### src/rtl/host_descriptor_merge_pkg.sv
// Shared constants, merge FSM state encoding and helpers for the host
// descriptor merge stage.
package host_descriptor_merge_pkg;

  localparam int DESC_W  = 46;
  localparam int CNT_W   = 8;
  localparam int CLS_TS  = 0;
  localparam int CLS_NTS = 1;

  typedef enum logic [1:0] {
    ST_IDLE = 2'd0,
    ST_SEND = 2'd1,
    ST_GAP  = 2'd2
  } merge_state_e;

  function automatic logic [CNT_W-1:0] sat_inc(input logic [CNT_W-1:0] v);
    return (v == '1) ? v : v + CNT_W'(1);
  endfunction

endpackage

### src/rtl/host_descriptor_merge_fifo.sv
// Small descriptor FIFO: registered write, first-word-fall-through read,
// occupancy reaches DEPTH when full.
module descriptor_fifo
  import host_descriptor_merge_pkg::*;
#(
  parameter int W      = DESC_W,
  parameter int DEPTH  = 4,
  parameter int ADDR_W = 2
) (
  input  logic              i_clk,
  input  logic              i_rst_n,
  input  logic              i_wr_en,
  input  logic [W-1:0]      i_wr_data,
  input  logic              i_rd_en,
  output logic [W-1:0]      o_rd_data,
  output logic [ADDR_W:0]   o_usedw,
  output logic              o_full,
  output logic              o_empty
);

  logic [W-1:0]      mem [DEPTH];
  logic [ADDR_W-1:0] wr_ptr_q, wr_ptr_d;
  logic [ADDR_W-1:0] rd_ptr_q, rd_ptr_d;
  logic [ADDR_W:0]   cnt_q, cnt_d;
  logic              push, pop;

  assign o_full  = (cnt_q == (ADDR_W+1)'(DEPTH));
  assign o_empty = (cnt_q == '0);
  assign push    = i_wr_en & ~o_full;
  assign pop     = i_rd_en & ~o_empty;

  always_comb begin
    wr_ptr_d = wr_ptr_q;
    rd_ptr_d = rd_ptr_q;
    cnt_d    = cnt_q;
    if (push) wr_ptr_d = wr_ptr_q + ADDR_W'(1);
    if (pop)  rd_ptr_d = rd_ptr_q + ADDR_W'(1);
    case ({push, pop})
      2'b10:   cnt_d = cnt_q + (ADDR_W+1)'(1);
      2'b01:   cnt_d = cnt_q - (ADDR_W+1)'(1);
      default: cnt_d = cnt_q;
    endcase
  end

  always_ff @(posedge i_clk or negedge i_rst_n) begin
    if (!i_rst_n) begin
      wr_ptr_q <= '0;
      rd_ptr_q <= '0;
      cnt_q    <= '0;
    end else begin
      wr_ptr_q <= wr_ptr_d;
      rd_ptr_q <= rd_ptr_d;
      cnt_q    <= cnt_d;
    end
  end

  // Storage is not reset; the pointers alone define what is valid.
  always_ff @(posedge i_clk) begin
    if (push) mem[wr_ptr_q] <= i_wr_data;
  end

  // Head is visible combinationally so the arbiter can pop and capture in one edge.
  assign o_rd_data = mem[rd_ptr_q];
  assign o_usedw   = cnt_q;

endmodule

### src/rtl/host_descriptor_merge.sv
// Merges buffered TS and NTS descriptors onto one tagged stream with strict
// TS priority and a starvation guard that periodically forces an NTS grant.
module host_descriptor_merge
  import host_descriptor_merge_pkg::*;
#(
  parameter int DESC_W       = host_descriptor_merge_pkg::DESC_W,
  parameter int FIFO_DEPTH   = 4,
  parameter int ADDR_W       = 2,
  parameter int STARVE_LIMIT = 8
) (
  input  logic              i_clk,
  input  logic              i_rst_n,
  input  logic [DESC_W-1:0] iv_ts_descriptor,
  input  logic              i_ts_descriptor_wr,
  output logic              o_ts_descriptor_ack,
  input  logic [DESC_W-1:0] iv_nts_descriptor,
  input  logic              i_nts_descriptor_wr,
  output logic              o_nts_descriptor_ack,
  output logic [DESC_W:0]   ov_descriptor,
  output logic              o_descriptor_wr,
  input  logic              i_descriptor_ack,
  output logic [ADDR_W:0]   ov_ts_fifo_usedw,
  output logic [ADDR_W:0]   ov_nts_fifo_usedw,
  output logic              o_starve_grant_pulse,
  output logic [1:0]        merge_state
);

  localparam logic [CNT_W-1:0] LIMIT = CNT_W'(STARVE_LIMIT);

  logic [1:0]        in_wr, ack_q, ack_d, pop, fifo_empty, fifo_full;
  logic [DESC_W-1:0] in_desc [2];
  logic [DESC_W-1:0] rd_data [2];
  logic [ADDR_W:0]   usedw   [2];

  assign in_wr[CLS_TS]    = i_ts_descriptor_wr;
  assign in_wr[CLS_NTS]   = i_nts_descriptor_wr;
  assign in_desc[CLS_TS]  = iv_ts_descriptor;
  assign in_desc[CLS_NTS] = iv_nts_descriptor;

  // Accept only when ack is low, so a wr still held during its ack cycle never writes twice.
  always_comb begin
    ack_d = '0;
    for (int c = 0; c < 2; c++) begin
      ack_d[c] = in_wr[c] & ~ack_q[c] & ~fifo_full[c];
    end
  end

  genvar gi;
  generate
    for (gi = 0; gi < 2; gi++) begin : g_cls
      descriptor_fifo #(
        .W      (DESC_W),
        .DEPTH  (FIFO_DEPTH),
        .ADDR_W (ADDR_W)
      ) u_fifo (
        .i_clk     (i_clk),
        .i_rst_n   (i_rst_n),
        .i_wr_en   (ack_d[gi]),
        .i_wr_data (in_desc[gi]),
        .i_rd_en   (pop[gi]),
        .o_rd_data (rd_data[gi]),
        .o_usedw   (usedw[gi]),
        .o_full    (fifo_full[gi]),
        .o_empty   (fifo_empty[gi])
      );
    end
  endgenerate

  merge_state_e      state_q, state_d;
  logic              out_wr_q, out_wr_d;
  logic [DESC_W:0]   desc_q, desc_d;
  logic [CNT_W-1:0]  starve_q, starve_d;
  logic              pulse_q, pulse_d;
  logic              ts_avail, nts_avail, force_nts;

  assign ts_avail  = ~fifo_empty[CLS_TS];
  assign nts_avail = ~fifo_empty[CLS_NTS];
  assign force_nts = (starve_q == LIMIT) && nts_avail;

  always_comb begin
    state_d  = state_q;
    out_wr_d = out_wr_q;
    desc_d   = desc_q;
    starve_d = starve_q;
    pulse_d  = 1'b0;
    pop      = '0;
    case (state_q)
      ST_IDLE: begin
        if (ts_avail || nts_avail) begin
          if (ts_avail && !force_nts) begin
            pop[CLS_TS] = 1'b1;
            desc_d      = {1'b1, rd_data[CLS_TS]};
            starve_d    = nts_avail ? sat_inc(starve_q) : '0;
          end else begin
            pop[CLS_NTS] = 1'b1;
            desc_d       = {1'b0, rd_data[CLS_NTS]};
            starve_d     = '0;
            pulse_d      = force_nts;
          end
          out_wr_d = 1'b1;
          state_d  = ST_SEND;
        end
      end
      ST_SEND: begin
        if (i_descriptor_ack) begin
          out_wr_d = 1'b0;
          state_d  = ST_GAP;
        end
      end
      ST_GAP:  state_d = ST_IDLE;
      default: begin
        state_d  = ST_IDLE;
        out_wr_d = 1'b0;
      end
    endcase
  end

  always_ff @(posedge i_clk or negedge i_rst_n) begin
    if (!i_rst_n) begin
      ack_q    <= '0;
      state_q  <= ST_IDLE;
      out_wr_q <= 1'b0;
      desc_q   <= '0;
      starve_q <= '0;
      pulse_q  <= 1'b0;
    end else begin
      ack_q    <= ack_d;
      state_q  <= state_d;
      out_wr_q <= out_wr_d;
      desc_q   <= desc_d;
      starve_q <= starve_d;
      pulse_q  <= pulse_d;
    end
  end

  assign o_ts_descriptor_ack  = ack_q[CLS_TS];
  assign o_nts_descriptor_ack = ack_q[CLS_NTS];
  assign ov_descriptor        = desc_q;
  assign o_descriptor_wr      = out_wr_q;
  assign ov_ts_fifo_usedw     = usedw[CLS_TS];
  assign ov_nts_fifo_usedw    = usedw[CLS_NTS];
  assign o_starve_grant_pulse = pulse_q;
  assign merge_state          = state_q;

endmodule

### config.mk
export PLATFORM = sky130hd
export DESIGN_NAME = host_descriptor_merge
export DESIGN_NICKNAME = d
export VERILOG_FILES = /design/src/rtl/host_descriptor_merge_pkg.sv /design/src/rtl/host_descriptor_merge_fifo.sv /design/src/rtl/host_descriptor_merge.sv
export SDC_FILE = /design/constraint.sdc
export NUM_CORES = 1
export LEC_CHECK = 0
export BUFFER_PORTS_ARGS = -buffer_cell sky130_fd_sc_hd__buf_2
export CAP_MARGIN = 20
export CORE_MARGIN = 3
export CORE_UTILIZATION = 30
export DETAILED_ROUTE_END_ITERATION = 8
export GPL_ROUTABILITY_DRIVEN = 1
export GPL_TIMING_DRIVEN = 0
export SYNTH_ARGS = -nofsm -noshare
export SYNTH_HDL_FRONTEND = slang
export SYNTH_SLANG_ARGS = --single-unit
### constraint.sdc
create_clock -name i_clk -period 3.2 [get_ports i_clk]
set_input_delay 0.16 -clock i_clk [delete_from_list [all_inputs] [get_ports i_clk]]
set_output_delay 0.16 -clock i_clk [all_outputs]
set_load 0.05 [all_outputs]
* After elaboration in Yosys (flattened, before gate mapping) *
Memory sizes are Yosys's and may differ from the RTL's.
Index checks and enable logic that the tools add are counted.

storage, ports and cells
  flip-flop bits (word level) = 75
  bits in writable memories = 368
  input port bits = 97
  output and inout port bits = 59
  word-level logic and storage cells = 87
  memories = 2

memories
  memory               words  bits a word  read ports  clocked after Yosys merged registers in  wr ports  RTL line                          RTL
  g_cls[0].u_fifo.mem  4      46           1           0                                        1         host_descriptor_merge_fifo.sv:21  logic [W-1:0] mem [DEPTH];
  g_cls[1].u_fifo.mem  4      46           1           0                                        1         host_descriptor_merge_fifo.sv:21

cells by class
  add/subtract/negate cells = 9
  equality and inequality tests = 13
  multiplexer cells = 23
  bitwise operators = 15
  reduce and logical (&&, ||, !) cells = 13

operator list
  cell                 number
  $mux 47              1
  $mux 8               3
  $pmux 3 s2           2
  $mux 1               11
  $add 2x1->2 const B  4
  $add 8x1->8 const B  1
  $and 1x1->1          8
  $eq 8x4->1 const B   1
  $eq 8x8->1 const B   1
  $mux 2               4
  $not 1->1            7
  $add 3x1->3 const B  2
  $eq 2x1->1 const B   3
  $eq 2x2->1 const B   3
  $eq 3x3->1 const B   2
  $logic_not 3->1      2
  $reduce_and 3->1     2
  $sub 3x1->3 const B  2
  $ne 2x2->1 const B   2
  $pmux 2 s2           1
  $reduce_and 2->1     2
  $reduce_bool 2->1    2
  $ne 3x2->1 const B   1
  $pmux 1 s3           1
  4 further kinds      5

* Longest topological paths before layout *
  word-level depth = 11
  gate-level depth with buffers = 14

* Modules after synthesis *
Synthesis repeated with hierarchy kept, for this count alone.

second synthesis, totals
  cells, all modules = 782
  area total of the unflattened synthesis = 16903.7 um^2

modules (own cells, without submodules)
  module                 times used  cells each  area each (um^2)  sequential area each (um^2)
  descriptor_fifo        2           277         7055.5            5700.5
  host_descriptor_merge  1           228         2792.7            1526.5

* Worst setup path after synthesis *
OpenSTA, ideal clock, no wires.

  path type = register to register
  from = register g_cls[1].u_fifo.cnt_q[0]
  to = memory g_cls[1].u_fifo.mem[0][0] (netlist bit), enable pin
  setup time = 0.408 ns
  arrival = 2.509 ns
  path slack = 0.283 ns
  cell stages (with the launch flop) = 4
  clock period less this slack = 2.917 ns
  cell sequence = dfrtp_1 -> inv_1 -> a311oi_2 -> and2_1

on the way
  cells in the longest elaborated chain, start to end = 6

RTL lines
  item                          RTL line                          RTL
  start: declaration            host_descriptor_merge_fifo.sv:24  logic [ADDR_W:0] cnt_q, cnt_d;
  start signal: assignment      host_descriptor_merge_fifo.sv:53  cnt_q <= cnt_d;
  $eq 3x3->1                    host_descriptor_merge_fifo.sv:27  assign o_full = (cnt_q == (ADDR_W+1)'(DEPTH));
  $not 1->1                     host_descriptor_merge.sv:44       ack_d[c] = in_wr[c] & ~ack_q[c] & ~fifo_full[c];
  $and 1x1->1                   host_descriptor_merge.sv:44
  net g_cls[1].u_fifo.i_wr_en   host_descriptor_merge_fifo.sv:12  input logic i_wr_en,
  $and 1x1->1                   host_descriptor_merge_fifo.sv:29  assign push = i_wr_en & ~o_full;
  $mux 1                        host_descriptor_merge_fifo.sv:59  if (push) mem[wr_ptr_q] <= i_wr_data;
  $mux 1 (not written as such)  host_descriptor_merge_fifo.sv:59
  end: declaration              host_descriptor_merge_fifo.sv:21

The timed path passes the listed nets, and every way through them passes these cells.

* Final worst setup path *
  from = register starve_q[0]
  to = register g_cls[1].u_fifo.cnt_q[2]

on the way
  cells in the longest elaborated chain, start to end = 10
  elaborated cells on any way between the ends = 12
  those cells by class = eq/ne (3); mux (4); bitwise (1); reduce/logical (4)

RTL lines
  item                                             RTL line                          RTL
  start: declaration                               host_descriptor_merge.sv:72       logic [CNT_W-1:0] starve_q, starve_d;
  start signal: assignment                         host_descriptor_merge.sv:131      starve_q <= starve_d;
  $eq 8x4->1 (*)                                   host_descriptor_merge.sv:78       assign force_nts = (starve_q == LIMIT) && nts_avail;
  $logic_and 1x1->1 (*)                            host_descriptor_merge.sv:78
  $logic_not 1->1 (*)                              host_descriptor_merge.sv:90       if (ts_avail && !force_nts) begin
  $logic_and 1x1->1 (*)                            host_descriptor_merge.sv:90
  $mux 1 (*)                                       host_descriptor_merge.sv:90
  $mux 2 (*)                                       host_descriptor_merge.sv:89       if (ts_avail || nts_avail) begin
  $mux 2 (*)                                       host_descriptor_merge.sv:87       case (state_q)
  $and 1x1->1 (*)                                  host_descriptor_merge_fifo.sv:30  assign pop = i_rd_en & ~o_empty;
  net g_cls[1].u_fifo.pop                          host_descriptor_merge_fifo.sv:25  logic push, pop;
  $eq 2x1->1 or $eq 2x2->1 (tied branches)         host_descriptor_merge_fifo.sv:38  case ({push, pop})
  $pmux 3 s2 or $reduce_bool 2->1 (tied branches)  --

Mark *: on every way through the listed nets, which the timed path passes. The rest lies on a longest branch.
A chain may end at the register's enable or synchronous reset.

==> results.sh <==
export IMPL_crit_type="register to register"
export IMPL_slowest_stage="dfrtp_1"
export IMPL_fin_skew_ns=0.03089
export IMPL_grt_setup_unrepaired="false"
export IMPL_ir_drop_uv=591.6
export IMPL_final_cells=1881
export IMPL_worst_path_buf_inv=3
export IMPL_cts_sinks=443
export IMPL_fmax_mhz=350.1
export IMPL_rows=86
export IMPL_syn_avg_cell_area_um2=21.42
export IMPL_top_usage_layer="met2"
export IMPL_synthesis_area_um2=16790
export IMPL_portBuffers=155
export IMPL_dp_slack_ns=0.09295
export IMPL_cts_root_buffer="clkbuf_16"
export IMPL_drc=0
export IMPL_timing_critical_path_arrival_ns=3.36
export IMPL_fin_crit_ns=2.856
export IMPL_areaGrowthSynthToFinish_pct=26.10
export IMPL_wl_um=40440
export IMPL_dpl_cell_count=1688
export IMPL_setup_worst_path_start_class="register"
export IMPL_synth_edff_count=368
export IMPL_wl_per_cell_um=21.50
export IMPL_vias=8658
export IMPL_yosysWarnings=0
export IMPL_fin_nets=1200
export IMPL_dieArea_um2=58860
export IMPL_synth_top_area_share_pct=65.80
export IMPL_dpl_hpwl_um=24290
export IMPL_path_max_fanout=10
export IMPL_hold_viol=0
export IMPL_gp_congestion=0.6933
export IMPL_grt_pass1_wl_um=60770
export IMPL_core_um2=55200
export IMPL_worstMarginPinSlew_ns=0.9331
export IMPL_cp_slowest_stage_delay_ns=0.41
export IMPL_grt_util_all_layers_pct=13.88
export IMPL_io_pins=156
export IMPL_layout_setup_ws_ns=0.3437
export IMPL_cp_required_ns=3.71
export IMPL_synthCells=784
export IMPL_fin_hold_ws_ns=0.07594
export IMPL_fin_setup_tns_ns=0
export IMPL_slew_viol_final=0
export IMPL_use_met2_pct=22.89
export IMPL_htreeDepth=2
export IMPL_ys_flop_type="edfxtp_1"
export IMPL_path_clk_slew_ns=0.06
export IMPL_yosysTopAreaCell="edfxtp_1"
export IMPL_clk_latency_ns=0.60
export IMPL_grt_pass1_vias=9427
export IMPL_antenna_left=0
export IMPL_antenna_found_initial=4
export IMPL_relSlewSlack_pct=37.80
export IMPL_die_w_um=242.6
export IMPL_leakage_nw=7.501
export IMPL_period_share_pct=89.26
export IMPL_hp_class="input port to asynchronous set/reset pin"
export IMPL_grt_max_degree=52
export IMPL_cts_tree="done"
export IMPL_final_seq_area_um2=12930
export IMPL_synth_async_sr_flop_share_pct=16.93
export IMPL_ys_types=43
export IMPL_cp_end_kind="register"
export IMPL_seq_area_frac_synth_pct=76.97
export IMPL_die_h_um=242.6
export IMPL_cts_setup_buffers=0
export IMPL_critical_path_top_delay_family="adder cells"
export IMPL_drt_pass1_iter_count=5
export IMPL_grt_ovfl_total=0
export IMPL_syn_nets=895
export IMPL_multi_input_area_um2=3646
export IMPL_drive_above_1_share_pct=32.51
export IMPL_viasPerCell=4.603
export IMPL_cts_buffer_depth=3
export IMPL_start_util_pct=30.43
export IMPL_synth_area_top_cells="edfxtp_1 66%, mux4_2 12%, dfrtp_1 11%, a221o_1 2.8%, and2_1 1.5%"
export IMPL_numCtsBuffers=49
export IMPL_drv_cap=0
export IMPL_synth_seq_cells=443
export IMPL_grt_util_met3_pct=3.248
export IMPL_drtIter0Drc=566
export IMPL_powerDensity_nw_per_um2=973.2
export IMPL_setup_viol=0
export IMPL_use_met1_pct=18.38
export IMPL_path_cells="inv_1 > ha_1 > nor4b_4 > a21oi_1 > nor2_1 > buf_2 > ha_1 > inv_1 > fa_1 > xor2_1 > nor2_1 > xor2_1"
export IMPL_fillCellCount=5071
export IMPL_status="completed"
stage by stage:
step	cell area, um2	utilization (%)	power (mW)
2_1_floorplan	16790	-	12.97
3_3_place_gp	18510	33.53	15.07
3_5_place_dp	18560	33.62	15.18
4_1_cts	21140	38.29	20.95
5_1_grt	21170	38.35	21.72
6_report	21180	38.37	20.61
report_power, final:
group / total, mW / switching [mW] / internal [mW]
registers: 8.00 / 0.447 / 7.56
clock network: 5.60 / 2.34 / 3.26
logic: 7.01 / 4.34 / 2.67
total: 20.6 / 7.12 / 13.5
flip-flops by register name, indices dropped and copies added, names as in the netlist:
name and count:
o_descriptor_wr 1, g_cls.u_fifo.o_usedw 6, ov_descriptor 47, g_cls.u_fifo.wr_ptr_q 4, merge_state 2, g_cls.u_fifo.rd_ptr_q 4
g_cls.u_fifo.mem 368, starve_q 8, ack_q 2, o_starve_grant_pulse 1
cells in the final DEF, fill, tap and decap left out, drive strengths merged, types with 3 or more instances in the layout:
cell,instances
ha,12
diode,4
nor3b,3
and2,54
mux4,92
inv,21
clkbuf,81
dlygate4sd3,96
clkinv,13
edfxtp,368
nand2,11
nor2,10
a221o,47
buf,179
o21ai,9
xnor2,5
clkinvlp,6
a21oi,9
bufinv,3
xor2,7
dfrtp,75
timing repair:
action / CTS / global route
setup endpoints to repair: 0 / 1
hold endpoints to repair: 452 / 0
hold buffers: 96 / 0
gates resized for setup: 0 / 1
kinds of logic (layout without fill, tap and decap cells):
family / count (synthesis) / after routing / share of synthesized area, %
flops: 443 / 443 / 76.97
mux: 95 / 95 / 12.59
simple gates: 89 / 89 / 3.196
compound gates: 77 / 77 / 4.016
buf+inv: 54 / 399 / 1.468
fa+ha+maj: 14 / 14 / 1.132
xor+xnor: 12 / 12 / 0.6258
other cells: 0 / 4 / 0
routing by layer:
layer / up-vias / share of wire [%]
met2: 208 / 48
met1: 4534 / 44
met3: 61 / 5.4
met4: 2 / 2.1
li1: 3853 / -
met5: - / 0.017
area by class of cell:
cell class	instances	share of cell area (%)
inverter	18	0.3190
multi-input combinational	287	17.22
clock inverter	25	1.217
buffer	36	0.8449
tap	748	4.419
sequential	443	61.04
timing repair buffer	254	8.466
antenna	4	0.04726
clock buffer	66	6.428
worst paths after layout:
check / startpoint / endpoint / slack, ns / cells after the start
min in group i_clk: iv_nts_descriptor[32] / g_cls[1].u_fifo.mem[1][32] / 0.30 / 2
worst min register to register: ov_descriptor[46] / ov_descriptor[46] / 0.48 / 2
worst max register to register: starve_q[0] / g_cls[1].u_fifo.o_usedw[2] / 0.34 / 12
worst min-delay path: i_rst_n / g_cls[1].u_fifo.o_usedw[2] / 0.08 / 2
worst max-delay path: starve_q[0] / g_cls[1].u_fifo.o_usedw[2] / 0.34 / 12
max in group asynchronous: i_rst_n / ov_descriptor[13] / 2.45 / 3
synthesized netlist by cell type (3+ instances only):
cell        n
ha_1       12
a21oi_1     9
xor2_1      7
clkbuf_1   15
nor2_1     10
edfxtp_1  368
inv_1      17
mux4_2     89
and2_2      9
nand2_1    11
a221o_1    47
mux4_1      3
and2_1     41
buf_1       4
and2_0      4
o21ai_0     8
dfrtp_1    75
xnor2_1     5
buf_2      14
worst register-to-register path, stage by stage, from the launching register on:
cell	delay (ns)
dfrtp_1	0.41
inv_1	0.07
ha_1	0.17
nor4b_4	0.24
a21oi_1	0.17
nor2_1	0.28
buf_2	0.38
ha_1	0.25
inv_1	0.06
fa_1	0.37
xor2_1	0.15
nor2_1	0.11
xor2_1	0.15
Power figures use the tool's default switching activity.
